File: config.mk
export PLATFORM = sky130hd
export DESIGN_NAME = prog_loader
export DESIGN_NICKNAME = d
export VERILOG_FILES = /design/src/rtl/prog_loader.sv
export SDC_FILE = /design/constraint.sdc
export NUM_CORES = 1
export LEC_CHECK = 0
export ABC_CLOCK_PERIOD_IN_PS = 2300
export CAP_MARGIN = 40
export CORE_AREA = 2 2 88 90
export DETAILED_ROUTE_END_ITERATION = 16
export DIE_AREA = 0 0 90 92
export HOLD_SLACK_MARGIN = 0.08
export PLACE_DENSITY_LB_ADDON = 0.12
export SLEW_MARGIN = 20
export SYNTH_ARGS = -nofsm -noshare
export SYNTH_HDL_FRONTEND = slang
export SYNTH_SLANG_ARGS = --single-unit
export TNS_END_PERCENT = 10
File: constraint.sdc
create_clock -name clk -period 2.3 [get_ports clk]
set_input_delay 0.23 -clock clk [delete_from_list [all_inputs] [get_ports clk]]
set_output_delay 0.23 -clock clk [all_outputs]
set_load 0.05 [all_outputs]
File: src/rtl/prog_loader.sv
// ----------------------------------------------------------------------------
// prog_loader
//
// Receives a program as a byte stream and writes it into the core's
// instruction memory. It holds the core in reset until a complete, valid
// program has been written. This lets the core be reprogrammed at run time
// instead of relying on a static memory preload.
//
// Stream format: one header byte carrying the word count N (1..DEPTH),
// followed by 4*N data bytes. Each word is sent MSB first.
//
// Ports
//   clk        in   system clock
//   sys_rst_n  in   asynchronous active-low reset
//   load_start in   single-cycle request to begin a load (IDLE/DONE/ERR only)
//   in_valid   in   byte-stream valid
//   in_data    in   byte-stream data (sampled only when accepted)
//   in_ready   out  byte-stream ready (high in HDR and DATA)
//   mem_we     out  instruction-memory write enable, one-cycle pulse
//   mem_waddr  out  instruction-memory write address
//   mem_wdata  out  instruction word to write
//   cpu_rst    out  active-high reset to the core
//   busy       out  a load is in progress
//   done       out  last load completed successfully
//   err        out  last load aborted (bad header or timeout)
// ----------------------------------------------------------------------------
module prog_loader #(
   parameter int DEPTH   = 16,
   parameter int AW      = 4,
   parameter int TIMEOUT = 1024
) (
   input  logic          clk,
   input  logic          sys_rst_n,
   input  logic          load_start,
   input  logic          in_valid,
   input  logic [7:0]    in_data,
   output logic          in_ready,
   output logic          mem_we,
   output logic [AW-1:0] mem_waddr,
   output logic [31:0]   mem_wdata,
   output logic          cpu_rst,
   output logic          busy,
   output logic          done,
   output logic          err
);

   localparam logic [2:0] ST_IDLE = 3'd0;
   localparam logic [2:0] ST_HDR  = 3'd1;
   localparam logic [2:0] ST_DATA = 3'd2;
   localparam logic [2:0] ST_DONE = 3'd3;
   localparam logic [2:0] ST_ERR  = 3'd4;

   // The idle counter only needs to reach TIMEOUT-1. When the timeout is
   // disabled, a 1-bit counter is kept so that the code stays uniform.
   localparam int              CW      = (TIMEOUT > 0) ? $clog2(TIMEOUT + 1) : 1;
   localparam logic [CW-1:0]   TO_LAST = (TIMEOUT > 0) ? CW'(TIMEOUT - 1) : '0;
   localparam logic [8:0]      DEPTH_9 = 9'(DEPTH);

   // ---------------------------------------------------------------------
   // State and registered outputs
   // ---------------------------------------------------------------------
   logic [2:0]    r_state;
   logic          r_in_ready;
   logic          r_mem_we;
   logic [AW-1:0] r_mem_waddr;
   logic [31:0]   r_mem_wdata;
   logic          r_cpu_rst;
   logic          r_busy;
   logic          r_done;
   logic          r_err;

   // Load bookkeeping
   logic [AW-1:0] r_last_idx;   // N-1, index of the final word
   logic [AW-1:0] r_word_idx;
   logic [1:0]    r_byte_idx;
   logic [23:0]   r_asm;        // first three bytes of the word being built
   logic [CW-1:0] r_idle_cnt;

   logic          w_accept;
   logic          w_loading;
   logic          w_start;
   logic          w_hdr_bad;
   logic          w_timeout;
   logic          w_to_err;
   logic          w_word_end;
   logic          w_last_word;

   assign in_ready  = r_in_ready;
   assign mem_we    = r_mem_we;
   assign mem_waddr = r_mem_waddr;
   assign mem_wdata = r_mem_wdata;
   assign cpu_rst   = r_cpu_rst;
   assign busy      = r_busy;
   assign done      = r_done;
   assign err       = r_err;

   // r_in_ready is high exactly in HDR and DATA. It therefore doubles as the
   // state qualifier for the handshake.
   assign w_accept    = in_valid & r_in_ready;
   assign w_loading   = (r_state == ST_HDR) || (r_state == ST_DATA);

   // load_start is honoured only when no load is running.
   assign w_start     = load_start &&
                        ((r_state == ST_IDLE) || (r_state == ST_DONE) || (r_state == ST_ERR));

   assign w_hdr_bad   = (in_data == 8'd0) || ({1'b0, in_data} > DEPTH_9);

   // The counter shows the number of idle edges already seen. The edge that
   // would make it equal TIMEOUT is the edge that aborts the load.
   assign w_timeout   = (TIMEOUT != 0) && (r_idle_cnt == TO_LAST);

   assign w_to_err    = ((r_state == ST_HDR) && w_accept && w_hdr_bad) ||
                        (w_loading && !w_accept && w_timeout);

   assign w_word_end  = (r_byte_idx == 2'd3);
   assign w_last_word = (r_word_idx == r_last_idx);

   // ---------------------------------------------------------------------
   // Control FSM, counters and write port
   // ---------------------------------------------------------------------
   always_ff @(posedge clk or negedge sys_rst_n) begin
      if (!sys_rst_n) begin
         r_state     <= ST_IDLE;
         r_in_ready  <= 1'b0;
         r_mem_we    <= 1'b0;
         r_mem_waddr <= '0;
         r_mem_wdata <= '0;
         r_cpu_rst   <= 1'b1;
         r_busy      <= 1'b0;
         r_done      <= 1'b0;
         r_err       <= 1'b0;
         r_last_idx  <= '0;
         r_word_idx  <= '0;
         r_byte_idx  <= '0;
         r_asm       <= '0;
         r_idle_cnt  <= '0;
      end else begin
         // The write enable is a single-cycle pulse unless it is re-armed below.
         r_mem_we <= 1'b0;

         if (w_start) begin
            r_state    <= ST_HDR;
            r_in_ready <= 1'b1;
            r_busy     <= 1'b1;
            r_done     <= 1'b0;
            r_err      <= 1'b0;
            r_cpu_rst  <= 1'b1;
            r_idle_cnt <= '0;
         end else if (w_to_err) begin
            r_state    <= ST_ERR;
            r_in_ready <= 1'b0;
            r_busy     <= 1'b0;
            r_err      <= 1'b1;
            r_cpu_rst  <= 1'b1;
            r_idle_cnt <= '0;
         end else begin
            case (r_state)
               ST_HDR: begin
                  if (w_accept) begin
                     r_idle_cnt <= '0;
                     r_last_idx <= AW'(in_data - 8'd1);
                     r_word_idx <= '0;
                     r_byte_idx <= '0;
                     r_state    <= ST_DATA;
                  end else if (TIMEOUT != 0) begin
                     r_idle_cnt <= r_idle_cnt + CW'(1);
                  end
               end

               ST_DATA: begin
                  if (w_accept) begin
                     r_idle_cnt <= '0;
                     r_byte_idx <= r_byte_idx + 2'd1;
                     if (w_word_end) begin
                        r_mem_wdata <= {r_asm, in_data};
                        r_mem_waddr <= r_word_idx;
                        r_mem_we    <= 1'b1;
                        r_word_idx  <= r_word_idx + AW'(1);
                        if (w_last_word) begin
                           // The final write pulse coincides with the first
                           // DONE cycle. The core is released one cycle later.
                           r_state    <= ST_DONE;
                           r_in_ready <= 1'b0;
                           r_busy     <= 1'b0;
                           r_done     <= 1'b1;
                        end
                     end else begin
                        r_asm <= {r_asm[15:0], in_data};
                     end
                  end else if (TIMEOUT != 0) begin
                     r_idle_cnt <= r_idle_cnt + CW'(1);
                  end
               end

               ST_DONE: begin
                  // Falls on the edge that ends the last write pulse.
                  r_cpu_rst <= 1'b0;
               end

               ST_ERR: begin
                  r_cpu_rst <= 1'b1;
               end

               default: begin
                  r_state    <= ST_IDLE;
                  r_in_ready <= 1'b0;
               end
            endcase
         end
      end
   end

endmodule

==> impl_metrics.env <==
export IMPL_status="finished clean"
export IMPL_syn_num_nets=392
export IMPL_yosysTopAreaCellShare=0.573
export IMPL_ys_async_sr_fraction=1.00
export IMPL_root_buffer="clkbuf_8"
export IMPL_maxCapViolCount=0
export IMPL_numPortBuffers=53
export IMPL_cts_htree_levels=3
export IMPL_die_h_um=92
export IMPL_first_iter_violations=160
export IMPL_setup_worst_path_end_class="flip-flop"
export IMPL_min_period_ps=1960
export IMPL_ys_seq_elements=90
export IMPL_synth_mux_area_frac=0.0724
export IMPL_yosys_warnings=0
export IMPL_vias_per_cell=5.29
export IMPL_dp_cells=530
export IMPL_synth_xor_area_frac=0.0180
export IMPL_grt_start_max_net_pins=47
export IMPL_rows=32
export IMPL_initial_utilization=0.522
export IMPL_wirelength_mm=7.97
export IMPL_hold_viol=0
export IMPL_skew_ps=8.53
export IMPL_cts_tree="yes"
export IMPL_p_leak_nw=2.33
export IMPL_dp_hpwl_mm=5.51
export IMPL_hp_class="in2async"
export IMPL_synth_top_family_by_area="simple AND/OR/NAND/NOR gates"
export IMPL_antennaDiodeCount=0
export IMPL_cts_sinks=90
export IMPL_grt_pass1_wl_mm=14.1
export IMPL_grt_overflow=0
export IMPL_synth_fa_ha_area_frac=0.0129
export IMPL_num_vias=2894
export IMPL_worst_slew_pin_slew_ps=599
export IMPL_dieWidth_um=90
export IMPL_syn2layout_area_growth_pct=23.4
export IMPL_synth_edf_count=0
export IMPL_slew_violations=0
export IMPL_clk_path_buf_depth=2
export IMPL_syn_avg_cell_area_um2=10.3
export IMPL_p_per_area_nw_per_um2=902
export IMPL_final_nets=456
export IMPL_finalSetupTns_ps=0
export IMPL_clkTransAtPathRegs_ps=100
export IMPL_ir_drop_uv=494
export IMPL_cts_buffers=9
export IMPL_synth_cells=376
export IMPL_grtUsageTotal=0.212
export IMPL_cp_start_kind="flip-flop"
export IMPL_first_global_vias=2911
export IMPL_nFillCells=599
export IMPL_wl_per_cell_um=14.6
export IMPL_yosysTopAreaCell="dfrtp_1"
export IMPL_synth_area_top_cells="dfrtp_1 57%, nand2_1 12%, mux2_2 7.2%"
export IMPL_synth_ff_type="dfrtp_1"
export IMPL_worstPathRequired_ps=2590
export IMPL_fin_crit_sh=0.853
export IMPL_ys_seq_area_frac=0.579
export IMPL_crit_type="reg2reg"
export IMPL_fmax_mhz=510
export IMPL_syn_area_um2=3890
export IMPL_power_total_mw=4.33
export IMPL_worst_slew_margin_rel=0.600
export IMPL_synth_distinct_cells=50
export IMPL_core_area_um2=7450
export IMPL_ctsResizeCount=0
export IMPL_antenna_found_initial=0
export IMPL_pin_count=54
export IMPL_gp_congestion=0.854
export IMPL_dieArea_um2=8280
export IMPL_drive_above_1_share=0.162
export IMPL_final_antenna_net_count=0
export IMPL_dr_pass1_iters=4
export IMPL_fin_cells=547
export IMPL_clk_insertion_delay_late_ps=350
export IMPL_setup_viol=0
export IMPL_post_route_drc_count=0
export IMPL_worst_path_max_fanout=12
export IMPL_synthSimpleGateAreaFrac=0.215
export IMPL_crit_arrival_ps=2250
export IMPL_synth_compound_area_frac=0.0807
export IMPL_rsz0062_at_grt="no"
[area by class of cell]
cell class	count	area [µm²]	area share
timing repair buffer	66	666	0.139
inverter	3	11.3	0.00235
clock inverter	6	53.8	0.0112
multi-input combinational	270	1550	0.323
tap	102	128	0.0266
clock buffer	10	138	0.0287
sequential	90	2250	0.469
[placed cells by master (no fill, tap or decap), drive strengths merged, types with 2 or more instances in the layout]
| cell type | count |
|---|---|
| a211o | 2 |
| a21oi | 16 |
| a221o | 2 |
| a31oi | 3 |
| a41oi | 2 |
| and2 | 3 |
| buf | 13 |
| clkbuf | 10 |
| clkdlybuf4s50 | 52 |
| dfrtp | 89 |
| ha | 4 |
| inv | 8 |
| mux2 | 25 |
| nand2 | 128 |
| nand2b | 2 |
| nand3 | 9 |
| nand3b | 2 |
| nor2 | 18 |
| nor3 | 6 |
| nor3b | 2 |
| nor4 | 5 |
| o21a | 2 |
| o21ai | 17 |
| or3b | 3 |
| xnor2 | 4 |
| xor2 | 4 |
[critical path, cell delays in order (launching register included)]
cell,delay [ps]
dfrtp_1,500
nand2b_4,220
a211o_4,390
or3b_4,460
nand3_4,180
o21bai_1,130
[per-layer routing]
metal | global-route usage | vias to the layer above | part of all wire
li1 | - | 1402 | -
met3 | 0.0477 | 9 | 0.054
met1 | 0.300 | 1400 | 0.48
met4 | 0.0808 | 0 | 0.017
met5 | 0 | - | 0
met2 | 0.324 | 83 | 0.45
[Yosys cell counts (2+ instances only)]
library cell	number
or3b_2	2
buf_2	4
dfrtp_1	89
o21ai_0	16
mux2_2	25
nand2_1	127
nand3_1	8
xor2_1	4
nand2b_4	2
inv_1	2
a21oi_1	15
o21a_1	2
nor4_1	5
ha_1	4
and2_1	2
nor2_1	18
xnor2_1	4
nor3_1	5
nor3b_1	2
clkbuf_1	6
a41oi_1	2
a221o_1	2
a31oi_1	3
[state kept, by name, indices dropped and copies added (netlist names)]
register,flops
mem_wdata,32
r_asm,24
r_idle_cnt,11
mem_waddr,4
r_last_idx,4
r_word_idx,4
r_state,3
r_byte_idx,2
busy,1
cpu_rst,1
done,1
err,1
in_ready,1
mem_we,1
[logic make-up (layout without fill, tap and decap cells)]
group	Yosys count	after routing
buf+inv	16	85
mux	25	25
flops	90	90
simple gates	184	184
xor+xnor	8	8
fa+ha+maj	4	4
compound gates	49	49
[power by group]
part	internal [mW]	switching [mW]
Combinational	0.522	0.698
Clock	0.446	0.601
Sequential	1.83	0.233
Total	2.80	1.53
[through the flow]
stage          worst slack, ps  area (µm²)  hold slack [ps]  utilization
6_report                   338        4800              427        0.644
5_1_grt                    200        4800              474        0.644
4_1_cts                    338        4800              436        0.644
3_5_place_dp              65.8        4600              284        0.617
3_3_place_gp               121        4600              279        0.617
2_1_floorplan              291        3890            -65.6            -
[worst paths after layout]
kind | depth (start not counted) | slack [ps] | end | startpoint
max in group asynchronous | 3 | 1230 | r_asm[23] | sys_rst_n
min | 2 | 430 | r_idle_cnt[4] | sys_rst_n
min reg2reg | 2 | 470 | mem_wdata[29] | r_asm[21]
min in group clk | 2 | 470 | mem_wdata[29] | r_asm[21]
max reg2reg | 5 | 340 | cpu_rst | r_state[1]
max | 5 | 340 | cpu_rst | r_state[1]
[timing repair]
item	CTS	global route
buffers inserted	0	0
endpoints found under the hold margin	43	0
hold buffers	1	0
endpoints found under the setup margin	0	0
Power figures use the tool's default switching activity.
